$ cat src/rtl/pixel_row_output_buffer.sv
// Two-bank ping-pong row buffer: accepts whole rows and streams them out one pixel
// per handshake, with frame markers and a sticky dropped-load flag.
module pixel_row_output_buffer #(
   parameter int WIDTH     = 2,
   parameter int HEIGHT    = 2,
   parameter int BIT_DEPTH = 8,
   localparam int CW = (WIDTH  > 1) ? $clog2(WIDTH)  : 1,
   localparam int RW = (HEIGHT > 1) ? $clog2(HEIGHT) : 1
) (
   input  logic                       SYSTEM_CLK,
   input  logic                       SYSTEM_RESET_N,
   input  logic                       ROW_LOAD,
   input  logic [WIDTH*BIT_DEPTH-1:0] ROW_DATA,
   input  logic [RW-1:0]              ROW_INDEX,
   output logic                       BUFFER_READY,
   output logic [BIT_DEPTH-1:0]       PIXEL_DATA,
   output logic                       PIXEL_VALID,
   input  logic                       PIXEL_READY,
   output logic [CW-1:0]              PIXEL_COLUMN,
   output logic [RW-1:0]              PIXEL_ROW,
   output logic                       FRAME_START,
   output logic                       FRAME_END,
   output logic                       LOAD_ERROR,
   input  logic                       ERROR_CLEAR
);

   localparam logic [CW-1:0] LAST_COL = CW'(WIDTH - 1);
   localparam logic [RW-1:0] LAST_ROW = RW'(HEIGHT - 1);

   logic [WIDTH*BIT_DEPTH-1:0] bank_data_r [2];
   logic [RW-1:0]              bank_row_r  [2];
   logic                       wr_ptr_r;
   logic                       rd_ptr_r;
   logic [1:0]                 count_r;
   logic [CW-1:0]              col_r;
   logic                       load_error_r;

   logic                       space_s;
   logic                       load_ok_s;
   logic                       drop_s;
   logic                       valid_s;
   logic                       fire_s;
   logic                       last_s;
   logic [WIDTH*BIT_DEPTH-1:0] sel_row_s;
   logic [BIT_DEPTH-1:0]       pixel_s;

   // Handshake and load-acceptance decode, all from registered state
   always_comb begin
      space_s   = (count_r < 2'd2);
      load_ok_s = ROW_LOAD && space_s;
      drop_s    = ROW_LOAD && !space_s;
      valid_s   = (count_r != 2'd0);
      fire_s    = valid_s && PIXEL_READY;
      last_s    = fire_s && (col_r == LAST_COL);
   end

   // Pick the current column's pixel out of the read bank
   always_comb begin
      sel_row_s = bank_data_r[rd_ptr_r];
      pixel_s   = '0;
      for (int i = 0; i < WIDTH; i++) begin
         pixel_s = (col_r == CW'(i)) ? sel_row_s[i*BIT_DEPTH +: BIT_DEPTH] : pixel_s;
      end
   end

   // Bank storage is not reset; it is masked whenever nothing is buffered
   always_ff @(posedge SYSTEM_CLK) begin
      if (load_ok_s) begin
         bank_data_r[wr_ptr_r] <= ROW_DATA;
         bank_row_r[wr_ptr_r]  <= ROW_INDEX;
      end
   end

   // Pointers, occupancy, column counter and sticky error flag
   always_ff @(posedge SYSTEM_CLK or negedge SYSTEM_RESET_N) begin
      if (!SYSTEM_RESET_N) begin
         wr_ptr_r     <= 1'b0;
         rd_ptr_r     <= 1'b0;
         count_r      <= 2'd0;
         col_r        <= '0;
         load_error_r <= 1'b0;
      end else begin
         if (load_ok_s) begin
            wr_ptr_r <= ~wr_ptr_r;
         end
         if (last_s) begin
            rd_ptr_r <= ~rd_ptr_r;
            col_r    <= '0;
         end else if (fire_s) begin
            col_r <= col_r + CW'(1);
         end
         case ({load_ok_s, last_s})
            2'b10:   count_r <= count_r + 2'd1;
            2'b01:   count_r <= count_r - 2'd1;
            default: count_r <= count_r;
         endcase
         // A drop in the same cycle as a clear keeps the flag set
         if (drop_s) begin
            load_error_r <= 1'b1;
         end else if (ERROR_CLEAR) begin
            load_error_r <= 1'b0;
         end
      end
   end

   // Output drive; data and row are masked to zero when no pixel is valid
   always_comb begin
      BUFFER_READY = SYSTEM_RESET_N && space_s;
      PIXEL_VALID  = valid_s;
      PIXEL_COLUMN = col_r;
      PIXEL_DATA   = valid_s ? pixel_s : '0;
      PIXEL_ROW    = valid_s ? bank_row_r[rd_ptr_r] : '0;
      FRAME_START  = valid_s && (col_r == '0) && (PIXEL_ROW == '0);
      FRAME_END    = valid_s && (col_r == LAST_COL) && (PIXEL_ROW == LAST_ROW);
      LOAD_ERROR   = load_error_r;
   end

endmodule

$ cat config.mk
export PLATFORM = sky130hd
export DESIGN_NAME = pixel_row_output_buffer
export DESIGN_NICKNAME = d
export VERILOG_FILES = /design/src/rtl/pixel_row_output_buffer.sv
export SDC_FILE = /design/constraint.sdc
export NUM_CORES = 1
export LEC_CHECK = 0
export CORE_ASPECT_RATIO = 0.8
export CORE_UTILIZATION = 47
export CTS_CLUSTER_SIZE = 14
export DETAILED_ROUTE_END_ITERATION = 8
export PLACE_DENSITY = 0.75
export SLEW_MARGIN = 20
export SYNTH_ARGS = -nofsm -noshare
export SYNTH_HDL_FRONTEND = slang
export SYNTH_SLANG_ARGS = --single-unit
$ cat constraint.sdc
create_clock -name SYSTEM_CLK -period 2.4 [get_ports SYSTEM_CLK]
set_input_delay 0.36 -clock SYSTEM_CLK [delete_from_list [all_inputs] [get_ports SYSTEM_CLK]]
set_output_delay 0.36 -clock SYSTEM_CLK [all_outputs]
set_load 0.05 [all_outputs]
== After elaboration in Yosys (flattened, before gate mapping) ==
Memories as Yosys holds them, arrays and structs flattened.
Index checks and enable logic that the tools add are counted.
Word-level totals
  memories kept: 2
  word-level logic and storage cells: 41
  bits in registers: 6
  bits of input ports: 22
  output and inout port bits: 15
  memory bits (writable): 34
Memory list
  bank_data_r: depth 2, bits a word 16, rd ports 1, clocked after Yosys merged registers in 0, write ports 1, RTL line 30  | logic [WIDTH*BIT_DEPTH-1:0] bank_data_r [2];
  bank_row_r: depth 2, bits a word 1, rd ports 1, clocked after Yosys merged registers in 0, write ports 1, RTL line 31  | logic [RW-1:0] bank_row_r [2];
Cells by class
  multiplexer cells: 10
  $lt $le $gt $ge: 1
  equal/unequal tests: 2
  reductions and logical operators: 14
  bitwise logic cells: 4
  add/sub/neg operators: 3
Operators with widths (count)
  2-to-1 mux 8 bit: 2
  logical AND 1 bit: 9
  nonzero test 2 bit: 4
  2-to-1 mux 1 bit: 7
  inverter 1 bit: 4
  one-hot mux 2 bit (2 select lines): 1
  adder 2 x 1 -> 2 bit, second input constant: 1
  == test 2 x 1 -> 1 bit, second input constant: 1
  == test 2 bit, second input constant: 1
  less-than comparator 2 bit, second input constant: 1
  subtractor 2 x 1 -> 2 bit, second input constant: 1
  adder 1 bit, second input constant: 1
  logical NOT 1 bit: 1

== Depth between registers and ports, before layout ==
  word-level depth: 5
  mapped depth: 7
  mapped depth without buffers: 7

== Worst setup path before layout ==
No wires, ideal clock.
  kind: register to output
  from: reg col_r, in the netlist PIXEL_COLUMN
  to: out FRAME_START
  data required time: 2.040 ns
  cell stages (with the launch flop): 3
  data arrival time: 2.017 ns
  buffers on the path: 1
  slack: 0.023 ns
  cells stage by stage: dfrtp_1 > buf_2 > nor3b_1
On the way
  cells in the longest elaborated chain, start to end: 3
Ends and longest elaborated chain
  start: declaration: RTL line 35  | logic [CW-1:0] col_r;
  start signal: assignment: RTL line 90  | col_r <= col_r + CW'(1);
  inverter 1 bit: RTL line 113  | FRAME_START = valid_s && (col_r == '0) && (PIXEL_ROW == '0);
  logical AND 1 bit (2 in series): RTL line 113
  end: declaration: RTL line 21  | output logic FRAME_START,
Every way passes these cells.

== Worst setup path after layout ==
  from: reg count_r[1]
  to: out PIXEL_VALID
On the way
  cells in the longest elaborated chain, start to end: 1
Ends and longest elaborated chain
  start: declaration: RTL line 34  | logic [1:0] count_r;
  start signal: assignment: RTL line 93  | 2'b10: count_r <= count_r + 2'd1;
  start signal: assignment: RTL line 94  | 2'b01: count_r <= count_r - 2'd1;
  start signal: assignment: RTL line 95  | default: count_r <= count_r;
  nonzero test 2 bit: RTL line 52  | valid_s = (count_r != 2'd0);
  end: declaration: RTL line 17  | output logic PIXEL_VALID,
Every way passes these cells.

==> results list <==
- DR pass1 iterations: 4
* Seq/Total Area, Yosys: between 70% and 80%
- Transition time at the pin with the least slew margin: roughly 0.49 ns
* Area of the placeable core: between 0.003 and 0.004 mm²
- The worst setup path is of the reg2out kind.
- Ranked by total cell area, the synthesized netlist is headed by edfxtp_1 (65%), mux4_2 (11%), dfrtp_1 (9.5%), and2_1 (3.6%), xnor2_1 (2.2%).
- No sink is reached through more buffers than the 2 on the longest clock path.
- Of the total synthesized cell area, the portion taken by full adders, half adders and majority gates is less than 1%.
- Detailed router's first-iteration violation count: 21
- Half-perimeter wire length after detailed placement: 1.80 mm
* Clock tree from TritonCTS: built
- Avg Inst Size Synth: approximately 19 µm²
- Number of buffers added by the clock tree synthesis step: 5
* Category of the worst setup path capture point: primary output
* Die boundary width: 66.7 µm
* Final hold vios: 0
* Status: finished, final reports clean
- Max-cap viol count: 0
- In the final design database the tool counted roughly 150 nets.
* Avg Vias per Cell: between 4 and 5
- Initial standard-cell utilization of the core: approximately 50%
- Deepest level of the CTS H-tree: 2
* Root Buffer Master: clkbuf_8
- After layout, the worst setup slack is ~0.18 ns.
- 37 I/O pins were placed.
- The number of global-route vias before repair was 828.
- Entering global routing, the biggest net connects 18 pins.
* DRC violations left: 0
- Counting distinct cell types in the post-synthesis netlist gives 18.
- The number of antenna violations at the first check in global routing is 0.
* Syn. warnings: 0
- Area share of the leading cell type in the synthesized netlist: 64.9%
- The design draws ~3.0 mW.
* Cells resized by post-CTS repair: 0
- The area growth from synthesis to layout is 34.1%.
* Slowest cell delay on critical path: about 0.85 ns
* Post-synthesis share of cell area spent on xor and xnor gates: between 3 and 4%
- For this block, the routed nets add up to between 2 and 2.5 mm of wire.
- Final worst-path cycle share: ~90%
* Share of the core filled with cells in the final layout: approximately 67%
* Power density cells: approximately 1400 mW/mm²
- Setup repair after global routing left no endpoint under its margin.
- Slowest cell on crit path: clkdlybuf4s50_1
* Number of storage elements in the synthesis netlist: 40
- The worst setup path is launched from a register.
* Routed wire length per instance: approximately 14 µm
- The number of nets handed over by synthesis was 106.
* Die Footprint: around 0.0036 mm²
- Post-layout minimum cycle time: between 2 and 2.5 ns
* Largest fanout on the critical path: 11
- Congestion Overflow GR: 0
- By area, the combinational part of the netlist is dominated by multiplexers.
- Fraction of synthesized area in multiplexers: 12.1%
* Worst Clk Skew: ~0.0052 ns
- Data required time of the worst path: 2.04 ns
* GRT Total Usage: around 16%
- Rel. slew slack: between 60% and 70%
* Quantity of hold-fixing buffers added after cts: 0
- Adding up every negative setup slack in the final design gives 0 ns.
* Fill count: 217
* Class of the tightest hold or removal check: in2async
- Fraction of registers with async set or reset after synthesis: between 10% and 20%
- Setup violations remaining at the end of the flow were counted as 0.
* Share of cells above drive strength 1: 24.0%
- For the worst setup path, the data arrival time is around 1.9 ns.
* Number of buffers and inverters on the critical path: 2
- Global-route wire length before repair: 3.80 mm
- DRT antenna net count: 0
* Cell types with the highest counts after synthesis: edfxtp_1 (34), and2_1 (9), mux4_2 (8)
- Summing the areas of all compound-gate instances in the mapped netlist gives less than 1% of the synthesized area.
- The worst-case IR drop observed on VDD is 0.000706 V.
- OpenSTA, run right after detailed placement, puts the worst setup slack at about 0.47 ns.
- In this run, synthesis inferred 34 flip-flops with an integrated enable.
* Antenna cells: 0
- The detailed router placed around 830 vias in this run.
* Static leakage power: between 0.7 and 0.8 nW
- Flip-flop cell with the highest count after synthesis: edfxtp_1
* Clock insertion delay at the later pin of the skew report: 0.29 ns
* Clock transition time at the flip-flop clock pins of the worst setup and hold paths: approximately 0.07 ns
* Placer Congestion: about 0.76
* Number of I/O port buffers: 36
- Yosys instantiated no cell more often than edfxtp_1.
- Derived from the worst setup path, the maximum achievable clock frequency is 451 MHz.
- Row generation in the floorplan step produced 18 rows.
* Netlist area before placement: between 0.0015 and 0.002 mm²
- Number of standard cells after synthesis: just over 80
- CTS saw 40 sinks.
- The floorplan step set the die height to about 54 µm.
- The critical path goes through nor2_1 > inv_1 > clkdlybuf4s50_1.
- Number of max-slew violations in the final report: 0
- Post-Synth Simple-Gate Area: under 10%
* Post CTS Setup Buffer Count: 0
* Largest delay contributor family on the critical path: buffers and inverters
- The largest total area in the synthesized netlist belongs to edfxtp_1.
## cell type report
cell class / instances / area [µm²] / share of cell area, %
clock inverter: 1 / 3.75 / 0.178
timing repair buffer: 41 / 418 / 19.8
tap: 40 / 50.0 / 2.37
clock buffer: 7 / 86.3 / 4.09
multi-input combinational: 37 / 369 / 17.5
sequential: 40 / 1170 / 55.5
inverter: 3 / 11.3 / 0.534
## kinds of logic after synthesis
family | count (synthesis)
xor+xnor | 6
simple gates | 20
flops | 40
mux | 9
compound gates | 1
buf+inv | 6
fa+ha+maj | 1
## final timing paths
kind / from / to / slack (ns) / depth (start not counted)
max: count_r[1] / PIXEL_VALID / 0.18 / 3
min: SYSTEM_RESET_N / PIXEL_COLUMN / 0.32 / 1
max reg2reg: count_r[1] / count_r[1] / 0.69 / 6
min reg2reg: wr_ptr_r / wr_ptr_r / 0.50 / 1
max in group asynchronous: SYSTEM_RESET_N / count_r[0] / 1.84 / 1
min in group SYSTEM_CLK: wr_ptr_r / wr_ptr_r / 0.50 / 1
## layer usage
layer  global-route usage, %  routed length, µm  vias up
li1                        -                  -      399
met1                    18.3                978      403
met2                    26.9               1280       27
met3                    5.51                153        3
met4                    10.6                 29        0
met5                       0                  0        -
## per-stage QoR
step,hold slack (ns),cells,cell area (µm²)
finish,0.323,169,2110
global route,0.331,169,2110
CTS,0.318,169,2110
detailed placement,0.494,161,2020
global placement,0.483,161,2020
floorplan,0.0644,83,1570
## worst reg2reg max path: stages, from the launching register on
cell and delay [ns]:
dfrtp_1 0.43, nor2_1 0.17, inv_1 0.17, and3_1 0.25, ha_1 0.31, nor2_1 0.14, xor2_1 0.16
## where the power goes
part / switching [mW] / internal (mW)
Combinational: 0.895 / 0.623
Sequential: 0.0998 / 0.935
Clock: 0.203 / 0.230
## registers in the layout, indices dropped and copies added (netlist names)
signal        flops
rd_ptr_r          1
bank_row_r        2
count_r           2
bank_data_r      32
LOAD_ERROR        1
wr_ptr_r          1
PIXEL_COLUMN      1
## layout by cell type (no fill, tap or decap)
| cell type | Yosys | final |
|---|---|---|
| and2_1 | 9 | 9 |
| and3_1 | 1 | 1 |
| buf_12 | 0 | 4 |
| buf_4 | 0 | 13 |
| clkbuf_1 | 0 | 1 |
| clkbuf_8 | 0 | 6 |
| clkdlybuf4s50_1 | 0 | 24 |
| clkinv_1 | 0 | 1 |
| dfrtp_1 | 6 | 6 |
| edfxtp_1 | 34 | 34 |
| ha_1 | 1 | 1 |
| inv_1 | 3 | 3 |
| mux2i_1 | 1 | 1 |
| mux4_2 | 8 | 8 |
| nand2_1 | 2 | 2 |
| nand2b_1 | 1 | 1 |
| nor2_1 | 5 | 5 |
| nor2b_1 | 1 | 1 |
| nor3b_1 | 1 | 1 |
| o21ai_0 | 1 | 1 |
| xnor2_1 | 4 | 4 |
| xor2_1 | 2 | 2 |
Note: power is estimated with default switching activity, not from simulation.
